**config.mk**
```make
export PLATFORM = sky130hd
export DESIGN_NAME = alu_seq
export DESIGN_NICKNAME = d
export VERILOG_FILES = /design/src/rtl/alu_seq.sv
export SDC_FILE = /design/constraint.sdc
export NUM_CORES = 1
export LEC_CHECK = 0
export ABC_CLOCK_PERIOD_IN_PS = 12100
export BUFFER_PORTS_ARGS = -buffer_cell sky130_fd_sc_hd__buf_4
export CORE_AREA = 5 5 155 157
export CTS_CLUSTER_DIAMETER = 150
export DETAILED_ROUTE_END_ITERATION = 6
export DIE_AREA = 0 0 160 162
export GPL_TIMING_DRIVEN = 0
export SLEW_MARGIN = 20
export SYNTH_ARGS = -nofsm -noshare
export SYNTH_HDL_FRONTEND = slang
export SYNTH_SLANG_ARGS = --single-unit
```
**constraint.sdc**
```tcl
create_clock -name clk_i -period 12.1 [get_ports clk_i]
set_input_delay 0.605 -clock clk_i [delete_from_list [all_inputs] [get_ports clk_i]]
set_output_delay 0.605 -clock clk_i [all_outputs]
set_load 0.02 [all_outputs]
```
**src/rtl/alu_seq.sv**
```systemverilog
// alu_seq: sequential ALU with single-cycle logic/arithmetic ops, a
// bit-serial shifter (SLL/SRA, one bit per cycle) and an unsigned
// shift-add multiplier (WIDTH iterations).
//
// Ports
//   clk_i                 clock, all state on the rising edge
//   rst_i                 synchronous active-high reset
//   start_i               request, accepted in IDLE or DONE only
//   op_i[3:0]             operation code
//   a_i, b_i [WIDTH-1:0]  operands
//   shamt_i [SHAMT_W-1:0] shift amount for SLL/SRA
//   busy_o                high while shifting or multiplying
//   done_o                one-cycle completion pulse
//   zero_o, overflow_o, carry_o, illegal_o   result flags
//   result_o [WIDTH-1:0]  final result, held until the next op completes
//
// state | meaning
// IDLE  | waiting for start
// SHIFT | serial shift in progress, one bit per cycle
// MUL   | shift-add multiply in progress, one bit per cycle
// DONE  | result published, done pulse high
module alu_seq #(
    parameter int WIDTH   = 16,
    parameter int SHAMT_W = 4
) (
    input  logic               clk_i,
    input  logic               rst_i,
    input  logic               start_i,
    input  logic [3:0]         op_i,
    input  logic [WIDTH-1:0]   a_i,
    input  logic [WIDTH-1:0]   b_i,
    input  logic [SHAMT_W-1:0] shamt_i,
    output logic               busy_o,
    output logic               done_o,
    output logic               zero_o,
    output logic               overflow_o,
    output logic               carry_o,
    output logic               illegal_o,
    output logic [WIDTH-1:0]   result_o
);

    localparam int CNT_W = SHAMT_W + 1;

    localparam logic [3:0] OP_AND = 4'b0000;
    localparam logic [3:0] OP_SLT = 4'b0001;
    localparam logic [3:0] OP_OR  = 4'b0010;
    localparam logic [3:0] OP_XOR = 4'b0011;
    localparam logic [3:0] OP_ADD = 4'b0100;
    localparam logic [3:0] OP_SUB = 4'b1100;
    localparam logic [3:0] OP_SLL = 4'b0110;
    localparam logic [3:0] OP_SRA = 4'b0111;
    localparam logic [3:0] OP_MUL = 4'b1000;

    typedef enum logic [1:0] {IDLE, SHIFT, MUL, DONE} state_t;

    state_t               state_q;
    logic                 busy_q, done_q, zero_q, ovf_q, cry_q, ill_q;
    logic [WIDTH-1:0]     result_q;
    logic [WIDTH-1:0]     sh_q;
    logic                 sra_q;
    logic [2*WIDTH-1:0]   prod_q;
    logic [WIDTH-1:0]     mcand_q;
    logic [CNT_W-1:0]     cnt_q;

    logic [WIDTH-1:0]     bop;
    logic [WIDTH:0]       sum_ext;
    logic [WIDTH-1:0]     sc_res_d;
    logic                 sc_ovf_d, sc_cry_d, sc_ill_d;
    logic [WIDTH-1:0]     shift_d;
    logic [WIDTH:0]       madd;
    logic [2*WIDTH-1:0]   mul_d;

    always_comb begin
        // SUB is A + ~B + 1; the same adder serves ADD with B and cin=0
        bop     = (op_i == OP_SUB) ? ~b_i : b_i;
        sum_ext = {1'b0, a_i} + {1'b0, bop} + {{WIDTH{1'b0}}, (op_i == OP_SUB)};

        sc_res_d = '0;
        sc_ovf_d = 1'b0;
        sc_cry_d = 1'b0;
        sc_ill_d = 1'b0;
        case (op_i)
            OP_AND: sc_res_d = a_i & b_i;
            OP_OR:  sc_res_d = a_i | b_i;
            OP_XOR: sc_res_d = a_i ^ b_i;
            OP_SLT: sc_res_d = {{(WIDTH-1){1'b0}}, ($signed(a_i) < $signed(b_i))};
            OP_ADD, OP_SUB: begin
                sc_res_d = sum_ext[WIDTH-1:0];
                sc_cry_d = sum_ext[WIDTH];
                // carry into the MSB recovered from the MSB sum bit
                sc_ovf_d = (a_i[WIDTH-1] ^ bop[WIDTH-1] ^ sum_ext[WIDTH-1]) ^ sum_ext[WIDTH];
            end
            default: sc_ill_d = 1'b1;
        endcase

        // SRA: MSB stays put, so replicating it each step keeps the captured sign
        shift_d = sra_q ? {sh_q[WIDTH-1], sh_q[WIDTH-1:1]} : {sh_q[WIDTH-2:0], 1'b0};

        // upper half accumulates, lower half holds the remaining multiplier bits
        madd  = {1'b0, prod_q[2*WIDTH-1:WIDTH]} + (prod_q[0] ? {1'b0, mcand_q} : '0);
        mul_d = {madd, prod_q[WIDTH-1:1]};
    end

    always_ff @(posedge clk_i) begin
        if (rst_i) begin
            state_q  <= IDLE;
            busy_q   <= 1'b0;
            done_q   <= 1'b0;
            zero_q   <= 1'b0;
            ovf_q    <= 1'b0;
            cry_q    <= 1'b0;
            ill_q    <= 1'b0;
            result_q <= '0;
            sh_q     <= '0;
            sra_q    <= 1'b0;
            prod_q   <= '0;
            mcand_q  <= '0;
            cnt_q    <= '0;
        end else begin
            done_q <= 1'b0;
            case (state_q)
                IDLE, DONE: begin
                    if (start_i) begin
                        sra_q <= (op_i == OP_SRA);
                        if (op_i == OP_SLL || op_i == OP_SRA) begin
                            if (shamt_i == '0) begin
                                result_q <= a_i;
                                zero_q   <= (a_i == '0);
                                ovf_q    <= 1'b0;
                                cry_q    <= 1'b0;
                                ill_q    <= 1'b0;
                                done_q   <= 1'b1;
                                state_q  <= DONE;
                            end else begin
                                sh_q    <= a_i;
                                cnt_q   <= {1'b0, shamt_i};
                                busy_q  <= 1'b1;
                                state_q <= SHIFT;
                            end
                        end else if (op_i == OP_MUL) begin
                            prod_q  <= {{WIDTH{1'b0}}, a_i};
                            mcand_q <= b_i;
                            cnt_q   <= CNT_W'(WIDTH);
                            busy_q  <= 1'b1;
                            state_q <= MUL;
                        end else begin
                            result_q <= sc_res_d;
                            zero_q   <= (sc_res_d == '0);
                            ovf_q    <= sc_ovf_d;
                            cry_q    <= sc_cry_d;
                            ill_q    <= sc_ill_d;
                            done_q   <= 1'b1;
                            state_q  <= DONE;
                        end
                    end else begin
                        state_q <= IDLE;
                    end
                end
                SHIFT: begin
                    sh_q  <= shift_d;
                    cnt_q <= cnt_q - 1'b1;
                    if (cnt_q == CNT_W'(1)) begin
                        result_q <= shift_d;
                        zero_q   <= (shift_d == '0);
                        ovf_q    <= 1'b0;
                        cry_q    <= 1'b0;
                        ill_q    <= 1'b0;
                        busy_q   <= 1'b0;
                        done_q   <= 1'b1;
                        state_q  <= DONE;
                    end
                end
                MUL: begin
                    prod_q <= mul_d;
                    cnt_q  <= cnt_q - 1'b1;
                    if (cnt_q == CNT_W'(1)) begin
                        result_q <= mul_d[WIDTH-1:0];
                        zero_q   <= (mul_d[WIDTH-1:0] == '0);
                        ovf_q    <= |mul_d[2*WIDTH-1:WIDTH];
                        cry_q    <= 1'b0;
                        ill_q    <= 1'b0;
                        busy_q   <= 1'b0;
                        done_q   <= 1'b1;
                        state_q  <= DONE;
                    end
                end
                default: state_q <= IDLE;
            endcase
        end
    end

    assign busy_o     = busy_q;
    assign done_o     = done_q;
    assign zero_o     = zero_q;
    assign overflow_o = ovf_q;
    assign carry_o    = cry_q;
    assign illegal_o  = ill_q;
    assign result_o   = result_q;

endmodule

```
# --- Word level (Yosys, flattened, before mapping) ---
# Cells that the tools add are included.
op_classes:
  n_lt_le_gt_ge: 1
  bitwise: 8
  n_addsub: 4
  muxes: 66
  reduce_logical: 23
  eq_ne: 24
ops:
  columns: ["operator", "n"]
  rows:
  - ["16-bit 2-to-1 mux", 12]
  - ["32-bit 2-to-1 mux", 3]
  - ["16-bit one-hot mux with 5 select lines", 1]
  - ["16-bit zero test", 4]
  - ["32-bit one-hot mux with 2 select lines", 1]
  - ["16-bit one-hot mux with 3 select lines", 1]
  - ["16-bit by 16-bit adder with 17-bit output", 2]
  - ["16-bit one-hot mux with 2 select lines", 1]
  - ["1-bit 2-to-1 mux", 31]
  - ["5-bit 2-to-1 mux", 4]
  - ["4-bit AND reduction", 5]
  - ["17-bit by 1-bit adder with 17-bit output", 1]
  - ["16-bit bitwise AND", 1]
  - ["16-bit less-than comparator", 1]
  - ["16-bit NOT", 1]
  - ["16-bit OR", 1]
  - ["16-bit OR reduction", 1]
  - ["16-bit XOR", 1]
  - ["2-bit inequality test (second input constant)", 7]
  - ["4-bit by 3-bit equality test with 1-bit output (second input constant)", 3]
  - ["3-bit inequality test (second input constant)", 4]
  - ["5-bit one-hot mux with 2 select lines", 1]
  - ["4-bit by 2-bit equality test with 1-bit output (second input constant)", 2]
  - ["4-bit equality test (second input constant)", 2]
  - ["other kinds (21)", 35]
totals:
  word_cells: 139
  inputBits: 43
  out_inout_bits: 22
  reg_bits: 94

# --- Longest topological paths before layout ---
# Gate-level depths: netlist of run 1.
depth:
  word_depth: 11
  mapped_depth: 17
  depth_no_buf: 13

# --- Least setup slack after synthesis of run 1 ---
# Ideal clock, no wire load.
synth_path:
  path_kind: "input -> register"
  start: "in op_i[0]"
  end: "reg zero_q, in the netlist zero_o"
  arrival_ps: 4478
  required_time_ps: 12004
  path_buffers: 4
  setup_time_ps: 96
  path_slack_ps: 7526
  stages: 17
  path_cell_list: "buf_6 > nor2_1 > clkbuf_1 > and3_1 > clkbuf_1 > clkbuf_1 > xnor2_1 > ha_1 > a21o_1 > a2111oi_0 > o21ai_2 > nand2_2 > o21ai_4 > a211oi_1 > xnor2_1 > and2_1 > o41ai_2"
synth_via:
  elab_chain_cells: 10
  elab_cells_between_ends: 23
  classes_between: "add/sub (2); eq/ne (10); mux (6); reduce/logical (5)"
synth_lines:
  columns: ["element", "line", "rtl"]
  rows:
  - ["from (decl)", "29", "input logic [3:0] op_i,"]
  - ["4-bit equality test", "75, 76, 82", null]
  - ["16-bit 2-to-1 mux", "75", "bop = (op_i == OP_SUB) ? ~b_i : b_i;"]
  - ["16-bit by 16-bit adder with 17-bit output", "76", "sum_ext = {1'b0, a_i} + {1'b0, bop} + {{WIDTH{1'b0}}, (op_i == OP_SUB)};"]
  - ["17-bit by 1-bit adder with 17-bit output", "76", null]
  - ["16-bit one-hot mux with 5 select lines", "82", "case (op_i)"]
  - ["16-bit zero test", "148", "zero_q <= (sc_res_d == '0);"]
  - ["1-bit 2-to-1 mux", "140", "end else if (op_i == OP_MUL) begin"]
  - ["1-bit 2-to-1 mux", "125", "if (op_i == OP_SLL || op_i == OP_SRA) begin"]
  - ["1-bit 2-to-1 mux", "123", "if (start_i) begin"]
  - ["1-bit one-hot mux with 3 select lines", "121", "case (state_q)"]
  - ["to (signal assigned)", "128", "zero_q <= (a_i == '0);"]
  - ["to (signal assigned)", "148", null]
  - ["to (signal assigned)", "164", "zero_q <= (shift_d == '0);"]
  - ["to (decl)", "57", "logic busy_q, done_q, zero_q, ovf_q, cry_q, ill_q;"]
# Several ways; a longest one is shown, not always the timed one. The select of a mux whose other input is x is not followed.
# A chain may end at the register's enable or synchronous reset.

# --- Worst setup path in the final report of run 1 ---
# Ends and elaborated chain as after synthesis.

==> results of run 1 <==
Yosys cell counts (3+ instances only):
master,instances,share of area
nand2_1,112,0.055
nor2_1,111,0.054
dfxtp_1,94,0.24
a21oi_1,88,0.057
ha_1,86,0.14
clkbuf_1,51,0.025
inv_1,50,0.024
o21ai_0,46,0.030
a211oi_1,28,0.027
xnor2_1,28,0.032
and2_1,26,0.021
nand2b_1,23,0.019
a311oi_1,21,0.024
a22oi_1,20,0.020
nand3_1,17,0.011
mux2i_1,16,0.021
nor3_1,15,0.0098
xor2_1,14,0.016
a21o_1,13,0.013
o211ai_1,13,0.013
a31oi_1,12,0.0098
nor4_1,12,0.0098
nand4_1,8,0.0065
o21a_1,7,0.0068
mux2_2,6,0.0088
and3_1,5,0.0041
nor2b_1,5,0.0041
o21bai_1,5,0.0049
o22ai_1,5,0.0041
or3_1,5,0.0041
a2111oi_0,4,0.0046
a32oi_1,4,0.0046
buf_2,4,0.0026
nand3b_1,4,0.0039
a211o_1,3,0.0034
buf_1,3,0.0015
o2bb2a_1,3,0.0039
or2_2,3,0.0024
path summary, 6_finish.rpt:
kind | end | cells after the start
setup / recovery | zero_o | 18
setup reg to reg | overflow_o | 12
hold reg to reg | mcand_q[8] | 2
hold / removal | mcand_q[8] | 2
metrics by stage:
| stage | area (µm²) | instances |
|---|---|---|
| 3_5_place_dp | 8510 | 1360 |
| 5_1_grt | 8810 | 1376 |
| 3_3_place_gp | 8510 | 1360 |
| 6_report | 8810 | 1376 |
| 4_1_cts | 8810 | 1376 |
| 2_1_floorplan | 7690 | 1013 |
registers in the layout, summed over array words and instances (netlist names):
register	cells
sra_q	1
result_o	16
illegal_o	1
done_o	1
carry_o	1
zero_o	1
cnt_q	5
sh_q	16
mcand_q	16
overflow_o	1
prod_q	32
busy_o	1
state_q	2
layout make-up:
type                            count  area, µm²  share of cell area
Timing Repair Buffer               62        465              0.0529
Inverter                           50        188              0.0213
Sequential cell                    94       1880               0.214
Tap cell                          285        357              0.0405
Buffer                             61        253              0.0287
Multi-Input combinational cell    808       5360               0.609
Clock buffer                       10        229              0.0260
Clock inverter                      6       68.8             0.00781
power breakdown:
group	internal, W	total [W]	switching, W
Clock	0.000162	0.000295	0.000133
Sequential	0.000358	0.000396	0.0000386
Combinational	0.000175	0.000496	0.000321
worst max-delay path: stages:
cell,delay [ns]
buf_4,0.11
buf_6,0.13
nor2_1,0.44
clkbuf_1,0.51
and3_1,0.23
clkbuf_1,0.44
clkbuf_1,0.70
xnor2_1,0.24
fa_1,0.51
a21o_1,0.18
a21oi_1,0.17
xnor2_1,0.13
a2111oi_0,0.59
nand4_1,0.19
a221oi_1,0.23
and4_1,0.22
nand4_1,0.13
o41ai_2,0.24
kinds of logic (layout without fill, tap and decap cells):
kind of cell	after synthesis	in the layout	synth area share
buf+inv	111	189	0.0573
compound gates	298	298	0.259
mux	22	22	0.0296
fa+ha+maj	88	88	0.145
xor+xnor	42	42	0.0479
simple gates	358	358	0.217
flops	94	94	0.245
metal layers:
metal,vias to the layer above,part of all wire,track usage
met1,3623,0.46,0.271
met3,37,0.077,0.0320
li1,3765,-,-
met5,-,0,0
met2,305,0.45,0.321
met4,0,0.021,0.0637
==> metrics.md, run 1 <==
| Metric | Value |
|---|---|
| Ratio of final minimum period to clock period | `0.475` |
| GRT Total Usage | `0.198` |
| Setup violators final | `0` |
| Reg2reg start | `prod_q[0]` |
| CP endpoint kind | `flop` |
| RSZ-0062 raised after global routing | `false` |
| Num ports | `65` |
| Fillers | `~2300` |
| GPL Wtd Cong | `0.930` |
| Peak VDD IR | `0.0848 mV` |
| Post-synthesis sequential area ratio | `0.245` |
| Via count | `approximately 7700` |
| Slew HR | `0.437` |
| Post-synth EDFFs | `0` |
| Routed WL | `between 20 and 30 mm` |
| DP Wirelength | `20.7 mm` |
| Yosys reg bits | `94` |
| DR iter-0 viols | `646` |
| Synth Instances | `1013` |
| Startpoint of the worst hold path | `mcand_q[8]` |
| Lkg Pwr | `3.66 nW` |
| CP Launch Type | `primary input` |
| Synth Cell Area | `7690 µm²` |
| Largest net degree at the start of global routing | `17` |
| R2r setup slk | `8.21 ns` |
| Setup Crit Path Kind | `primary input to flop` |
| # DRC | `0` |
| GR Overflow Total | `0` |
| CP startpoint | `op_i[0]` |
| Die width | `160 µm` |
| Area of the die | `25900 µm²` |
| Worst EP required | `12.36 ns` |
| Critical path arrival | `approximately 6 ns` |
| Ratio of cells with drive above 1 in the final layout | `0.0926` |
| Post-CTS Repair Setup Buffers | `0` |
| WHS | `0.452 ns` |
| Root buffer cell | `clkbuf_16` |
| Dominant synthesized flop cell | `dfxtp_1` |
| CTS tree | `built` |
| Worst-Skew Late Latency | `0.35 ns` |
| Slew Viols, Final | `0` |
| Min Tclk post-route | `5.75 ns` |
| FFs w/ async S/R, synth | `0` |
| FMAX | `~170 MHz` |
| Wire length of the first global-routing pass | `about 41 mm` |
| Critical-path maximum fanout | `10` |
| PortBufs | `between 60 and 70` |
| Via density | `5.62` |
| CORE AREA | `22400 µm²` |
| Clock transition at path regs | `0.07 ns` |
| Initial Utilization | `0.344` |
| Number of antenna violations at the first check in global routing | `0` |
| Antenna cells | `0` |
| Final Power | `between 0.001 and 0.0015 W` |
| Fin util | `0.394` |
| Final setup TNS | `0 ns` |
| Synth Area per Inst | `7.59 µm²` |
| Die Y | `162 µm` |
| Number of max-cap violations | `0` |
| Syn_nets | `1144` |
| Longest Clk Path Bufs | `2` |
| Post-synth cell types | `70` |
| Most common cell after layout, fill and taps aside | `nand2_1` |
| Num CTS Buffers | `9` |
| Final hold violations | `0` |
| Ys Warns | `0` |
| CTS resizes | `0` |
| # rows | `55` |
| Area Overhead vs Synth | `14.6%` |
| Worst-case clock skew | `between 0.008 and 0.009 ns` |
| Most frequent cells in the layout | `112 x nand2_1, 111 x nor2_1, 94 x dfxtp_1` |
| H-tree lvl count | `3` |
| Clk sinks | `94` |
| Status | `finished, final reports clean` |
| First drt pass iteration count | `5` |
| Final worst slack | `6.35 ns` |
| Power per cell area | `135 nW/µm²` |
| Pre-CTS setup slack | `6.12 ns` |
| Hold-fix buffers at CTS | `0` |
| Tightest Hold Check Type | `flop to flop` |
| Avg WL per Cell | `between 15 and 20 µm` |
| Final ANT Viol Nets | `0` |
| Vias in the first global route | `between 7000 and 8000` |
| Slew @ Worst Pin | `0.844 ns` |
| Final #Nets | `1217` |
(Power assumes the default switching activity.)
==> run 2, diff against run 1 <==
Settings changed: ABC_AREA set to 1, ABC_CLOCK_PERIOD_IN_PS 12100 to 4800, CORE_AREA 5 5 155 157 to 5 5 156 158, DIE_AREA 0 0 160 162 to 0 0 161 163.
Clock period 12.1 ns to 4.8 ns, I/O delays scaled along.
==> run 2 against run 1 <==
  * Utilization shrank 0.53 points
  * Sequential power grew to 2.6 times the previous value
  * Non-clock buffer count shrank 15
  * Total power grew to 2.6 times the previous value
  * Critical path type unchanged
==> metrics.md, run 2 <==
| Metric | Value |
|---|---|
| Worst-Skew Late Latency | `0.36 ns (about the same)` |
| Power per cell area | `341 nW/µm² (+150%)` |
| Pre-CTS setup slack | `1.12 ns (-5.00 ns)` |
| Antenna cells | `0 (unchanged)` |
| Yosys reg bits | `94 (unchanged)` |
| Synth Cell Area | `7820 µm² (+1.8%)` |
| Peak VDD IR | `0.207 mV (+140%)` |
| # DRC | `0 (unchanged)` |
| Slew HR | `0.473 (+0.0353)` |
| Area of the die | `26200 µm² (+1.2%)` |
| Lkg Pwr | `4.34 nW (+19%)` |
| Critical-path maximum fanout | `10 (unchanged)` |
| Min Tclk post-route | `3.30 ns` |
| Final worst slack | `1.50 ns (-4.86 ns)` |
| Die width | `161 µm (+0.63%)` |
| Post-synth top area cell | `dfxtp_1` |
| Worst EP required | `5.09 ns (-7.27 ns)` |
| Top post-synthesis cells by count | `268 x nand2_1, 150 x inv_1, 128 x a21oi_1` |
| Final #Nets | `1413 (+16%)` |
| First drt pass iteration count | `5 (unchanged)` |
| Setup violators final | `0 (unchanged)` |
| CTS tree | `built` |
| Status | `finished, final reports clean` |
| # rows | `56 (+1.8%)` |
| Tightest Hold Check Type | `primary input to flop` |
| Top-area cell type share of the netlist area | `0.241 (-0.00427)` |
| FMAX | `303 MHz` |
| CP Launch Type | `primary input` |
| H-tree lvl count | `3 (unchanged)` |
| Final setup TNS | `0 ns (unchanged)` |
| Routed WL | `26.6 mm (+0.31%)` |
| Ratio of final minimum period to clock period | `0.688` |
| FFs w/ async S/R, synth | `0 (unchanged)` |
| GPL Wtd Cong | `0.921 (-0.90%)` |
| Most flop-heavy register | `prod_q` |
| Vias in the first global route | `7670 (+3.8%)` |
| Ys Warns | `0 (unchanged)` |
| DR iter-0 viols | `778 (+20%)` |
| Clk sinks | `94 (unchanged)` |
| Slew @ Worst Pin | `0.791 ns (-0.0530 ns)` |
| Via density | `5.21 (-7.3%)` |
| Root buffer cell | `clkbuf_16` |
| PortBufs | `63 (+1.6%)` |
| Placed Instances | `1561 (+15%)` |
| Final Power | `0.00304 W (+160%)` |
| R2r setup slk | `1.73 ns (-6.48 ns)` |
| Area of the multi-input gates | `5150 µm² (-4.0%)` |
| Wire length of the first global-routing pass | `41.7 mm (+1.3%)` |
| Largest net degree at the start of global routing | `15 (-2)` |
| Fillers | `2519 (+7.5%)` |
| Num ports | `65 (unchanged)` |
| Longest Clk Path Bufs | `2 (unchanged)` |
| Post-synth cell types | `48 (-31%)` |
| Synth Area per Inst | `6.48 µm² (-15%)` |
| Initial Utilization | `0.340 (-0.00329)` |
| Most frequent cells in the layout | `268 x nand2_1, 150 x inv_1, 128 x a21oi_1` |
| CTS resizes | `0 (unchanged)` |
| Most common cell after layout, fill and taps aside | `nand2_1` |
| Avg WL per Cell | `16.9 µm (-12%)` |
| Post-CTS Repair Setup Buffers | `0 (unchanged)` |
| DP Wirelength | `21.8 mm (+5.2%)` |
| Synth Instances | `1208 (+19%)` |
| Syn_nets | `1339 (+17%)` |
| GR Overflow Total | `0 (unchanged)` |
| Most frequent cell after synthesis | `nand2_1` |
| Worst-case clock skew | `0.00964 ns (+0.000714 ns)` |
| Number of antenna violations at the first check in global routing | `0 (unchanged)` |
| Hold-fix buffers at CTS | `0 (unchanged)` |
| CP endpoint kind | `flop` |
| Via count | `8208 (+6.2%)` |
| Dominant synthesized flop cell | `dfxtp_1` |
| Final ANT Viol Nets | `0 (unchanged)` |
| Num CTS Buffers | `9 (unchanged)` |
| Setup Crit Path Kind | `primary input to flop` |
| Sequential cell area | `1880 µm² (unchanged)` |
| Ratio of cells with drive above 1 in the final layout | `0.0933 (+0.000737)` |
| RSZ-0062 raised after global routing | `false` |
| Area Overhead vs Synth | `14.1%` |
| Top post-synthesis cells by area | `dfxtp_1 24%, ha_1 14%, nand2_1 13%` |
| Non-Filler Instances | `1576 (+15%)` |
| CORE AREA | `23000 µm² (+2.8%)` |
| Slew Viols, Final | `0 (unchanged)` |
| Post-synthesis sequential area ratio | `0.241 (-0.00427)` |
| Clock transition at path regs | `0.07 ns (about the same)` |
| Die Y | `163 µm (+0.62%)` |
| Max FFs per register | `32 (unchanged)` |
| Post-synth EDFFs | `0 (unchanged)` |
| Final hold violations | `0 (unchanged)` |
| WHS | `0.200 ns (-0.252 ns)` |
| Critical path arrival | `3.59 ns (-2.42 ns)` |
| GRT Total Usage | `0.200 (+0.00190)` |
| Number of max-cap violations | `0 (unchanged)` |
[run 2: worst paths after layout]
kind,from,to,cells past startpoint
worst max-delay path,op_i[2],zero_o,21
worst min-delay path,b_i[15],mcand_q[15],3
worst min register to register,mcand_q[14],mcand_q[14],2
worst max register to register,prod_q[0],overflow_o,14
[run 2: through the flow]
stage	utilization	instance area [µm²]
6_report	0.388	8930
2_1_floorplan	-	7820
5_1_grt	0.388	8930
3_3_place_gp	0.377	8660
4_1_cts	0.388	8930
3_5_place_dp	0.377	8660
[run 2: layout make-up]
type                       instances  area share
tap                              290      0.0407
clock buffer                      12      0.0276
multi-input combinational        910       0.577
sequential                        94       0.211
inverter                         159      0.0669
timing repair buffer              63      0.0530
clock inverter                     3     0.00238
buffer                            45      0.0217
[run 2: metal layers]
metal,GRT usage,wire (µm),vias to the layer above
li1,-,-,4149
met1,0.278,12400,3735
met2,0.318,11600,282
met3,0.0271,1750,42
met4,0.0729,912,0
met5,0,0,-
[run 2: logic make-up (layout without fill, tap and decap cells)]
family / count (synthesis) / count (layout) / synth area share
fa+ha+maj: 88 / 88 / 0.143
flops: 94 / 94 / 0.241
buf+inv: 204 / 282 / 0.101
mux: 6 / 6 / 0.00768
compound gates: 299 / 299 / 0.211
simple gates: 488 / 488 / 0.265
xor+xnor: 29 / 29 / 0.0325
[run 2: critical path: stages]
cell and delay, ns:
buf_4 0.14, nand2_1 0.07, clkinv_1 0.09, nand2_4 0.16, buf_1 0.53, xor2_1 0.21, fa_1 0.53, or2_2 0.32
nand3_1 0.14, nand2_1 0.08, nor2_1 0.09, nand2_1 0.06, nor2_1 0.13, nand3_1 0.09, nor2_1 0.10, nand3_1 0.08
nor2_1 0.14, nand3_1 0.08, nand2_1 0.09, nand2_1 0.10, a21oi_2 0.12
[run 2: power breakdown]
part,internal (W),switching (W),leakage [nW]
Sequential,0.000925,0.0000987,0.765
Clock,0.000363,0.000316,0.129
Combinational,0.000435,0.000905,3.44
==> run 3, diff against run 2 <==
Settings changed: ABC_CLOCK_PERIOD_IN_PS 4800 to 3200.
Clock period 4.8 ns to 3.2 ns, I/O delays scaled along.
==> run 3 against run 2 <==
  * Critical path depth down 4
  * Cell count is 0.13% lower
  * Critical path type is now flop to flop
  * Die area did not move
  * Critical endpoint is now overflow_o
  * Largest cell class unchanged
==> metrics.md, run 3 (synthesis gave the netlist of run 2 again) <==
| Metric | Value |
|---|---|
| Status | `finished, final reports clean` |
| Die width | `161 µm (unchanged)` |
| Final setup TNS | `0 ns (unchanged)` |
| H-tree lvl count | `3 (unchanged)` |
| RSZ-0062 raised after global routing | `false` |
| Final hold violations | `0 (unchanged)` |
| Post-DP Area | `8660 µm² (unchanged)` |
| Tightest Hold Check Type | `primary input to flop` |
| CORE AREA | `23000 µm² (unchanged)` |
| Setup violators final | `0 (unchanged)` |
| Num ports | `65 (unchanged)` |
| Design Area, Final | `8920 µm² (about the same)` |
| Slew Viols, Final | `0 (unchanged)` |
| Most flop-heavy register | `prod_q` |
| Critical-path maximum fanout | `8 (-2)` |
| FMAX | `341 MHz` |
| Root buffer cell | `clkbuf_16` |
| Via density | `5.20 (-0.24%)` |
| PortBufs | `63 (unchanged)` |
| Worst EP required | `3.44 ns (-1.65 ns)` |
| R2r worst-path depth | `17 (+3)` |
| Startpoint of the worst hold path | `b_i[15]` |
| CTS tree | `built` |
| Ratio of cells with drive above 1 in the final layout | `0.0942 (+0.000924)` |
| Area of the die | `26200 µm² (unchanged)` |
| Via count | `8178 (-0.37%)` |
| Vias in the first global route | `7675 (+0.065%)` |
| Routed WL | `26.5 mm (-0.38%)` |
| Final worst slack | `0.270 ns (-1.23 ns)` |
| Lkg Pwr | `4.34 nW (about the same)` |
| Final ANT Viol Nets | `0 (unchanged)` |
| Longest Clk Path Bufs | `2 (unchanged)` |
| Max FFs per register | `32 (unchanged)` |
| Ratio of final minimum period to clock period | `0.916` |
| Number of max-cap violations | `0 (unchanged)` |
| R2r setup slk | `0.27 ns (-1.46 ns)` |
| Initial Utilization | `0.340 (unchanged)` |
| Number of antenna violations at the first check in global routing | `0 (unchanged)` |
| R2r endpoint | `overflow_o` |
| CP endpoint kind | `flop` |
| CP Launch Type | `flop` |
| Critical path arrival | `3.17 ns (-0.42 ns)` |
| Min Tclk post-route | `2.93 ns` |
| Die Y | `163 µm (unchanged)` |
| Pre-CTS setup slack | `-0.396 ns (-1.52 ns)` |
| Setup Crit Path Kind | `flop to flop` |
| Most common cell after layout, fill and taps aside | `nand2_1` |
| Power per cell area | `512 nW/µm² (+50%)` |
| Num CTS Buffers | `9 (unchanged)` |
| Area Overhead vs Synth | `14.0% (about the same)` |
| GRT Total Usage | `0.200 (-0.000427)` |
| DR iter-0 viols | `705 (-9.4%)` |
| Slew HR | `0.466 (-0.00633)` |
| Peak VDD IR | `0.313 mV (+51%)` |
| Most frequent cells in the layout | `268 x nand2_1, 150 x inv_1, 128 x a21oi_1` |
| Largest net degree at the start of global routing | `18 (+3)` |
| Antenna cells | `0 (unchanged)` |
| # rows | `56 (unchanged)` |
| Avg WL per Cell | `16.9 µm (-0.26%)` |
| GPL Wtd Cong | `0.921 (unchanged)` |
| Worst-case clock skew | `0.00914 ns (-0.000507 ns)` |
| Clk sinks | `94 (unchanged)` |
| Reg2reg start | `prod_q[0]` |
| Worst-Skew Late Latency | `0.36 ns (about the same)` |
| Final #Nets | `1411 (-0.14%)` |
| Hold-fix buffers at CTS | `0 (unchanged)` |
| First drt pass iteration count | `5 (unchanged)` |
| Fin util | `0.388 (about the same)` |
| Wire length of the first global-routing pass | `41.7 mm (-0.15%)` |
| Hold depth | `3 (unchanged)` |
| GR Overflow Total | `0 (unchanged)` |
| Clock transition at path regs | `0.07 ns (about the same)` |
| # DRC | `0 (unchanged)` |
| Slew @ Worst Pin | `0.800 ns (+0.00950 ns)` |
| DP Wirelength | `21.8 mm (unchanged)` |
| Worst Hold End | `mcand_q[15]` |
## run 3: repair_timing
action | 4_1_cts | 5_1_grt
gates cloned | 0 | 0
resized for setup | 0 | 2
setup endpoints to repair | 1 | 1
buffers inserted | 0 | 0
## run 3: final cells by class
cell class	count	area [µm²]
buffer	43	188
inverter	159	597
timing repair buffer	63	473
sequential	94	1880
tap	290	363
fill	2517	14100
clock buffer	12	246
clock inverter	3	21.3
multi-input combinational	910	5150
## run 3: metal layers
metal / track usage / wire, µm / up-vias / part of all wire
li1: - / - / 4139 / -
met1: 0.278 / 12400 / 3715 / 0.47
met2: 0.317 / 11500 / 277 / 0.43
met3: 0.0271 / 1750 / 47 / 0.066
met4: 0.0729 / 948 / 0 / 0.036
met5: 0 / 0 / - / 0
## run 3: worst max path at each step
stage | slack, ns | endpoint | from
floorplan | 0.43 | zero_o | op_i[2]
global placement | -0.38 | zero_o | op_i[2]
detailed placement | -0.40 | zero_o | op_i[2]
CTS | 0.12 | overflow_o | prod_q[0]
global route | 0.04 | overflow_o | prod_q[0]
finish | 0.27 | overflow_o | prod_q[0]
## run 3: worst max-delay path, stage by stage, from the launching register on
cell and delay (ns):
dfxtp_1 0.41, nand2_1 0.11, inv_1 0.04, ha_1 0.20, fa_1 0.40, nand2_1 0.09, nand2_1 0.05, o21ai_0 0.18
inv_1 0.11, a21oi_1 0.31, o21ai_0 0.15, xor2_1 0.17, inv_1 0.06, nand2_1 0.05, nor2_1 0.18, nand3_1 0.15
nand2_1 0.09, a21oi_1 0.06
## run 3: power breakdown
group	leakage (nW)	total [W]	switching [W]	internal, W
Sequential	0.765	0.00154	0.000153	0.00139
Combinational	3.45	0.00201	0.00135	0.000652
Clock	0.129	0.00102	0.000476	0.000545
## run 3: through the flow
step	hold slack (ns)	power [W]	cells
4_1_cts	0.114	0.00455	1575
2_1_floorplan	0.311	0.00281	1208
3_5_place_dp	0.453	0.00353	1561
6_report	0.121	0.00457	1574
5_1_grt	0.130	0.00485	1574
3_3_place_gp	0.453	0.00352	1561
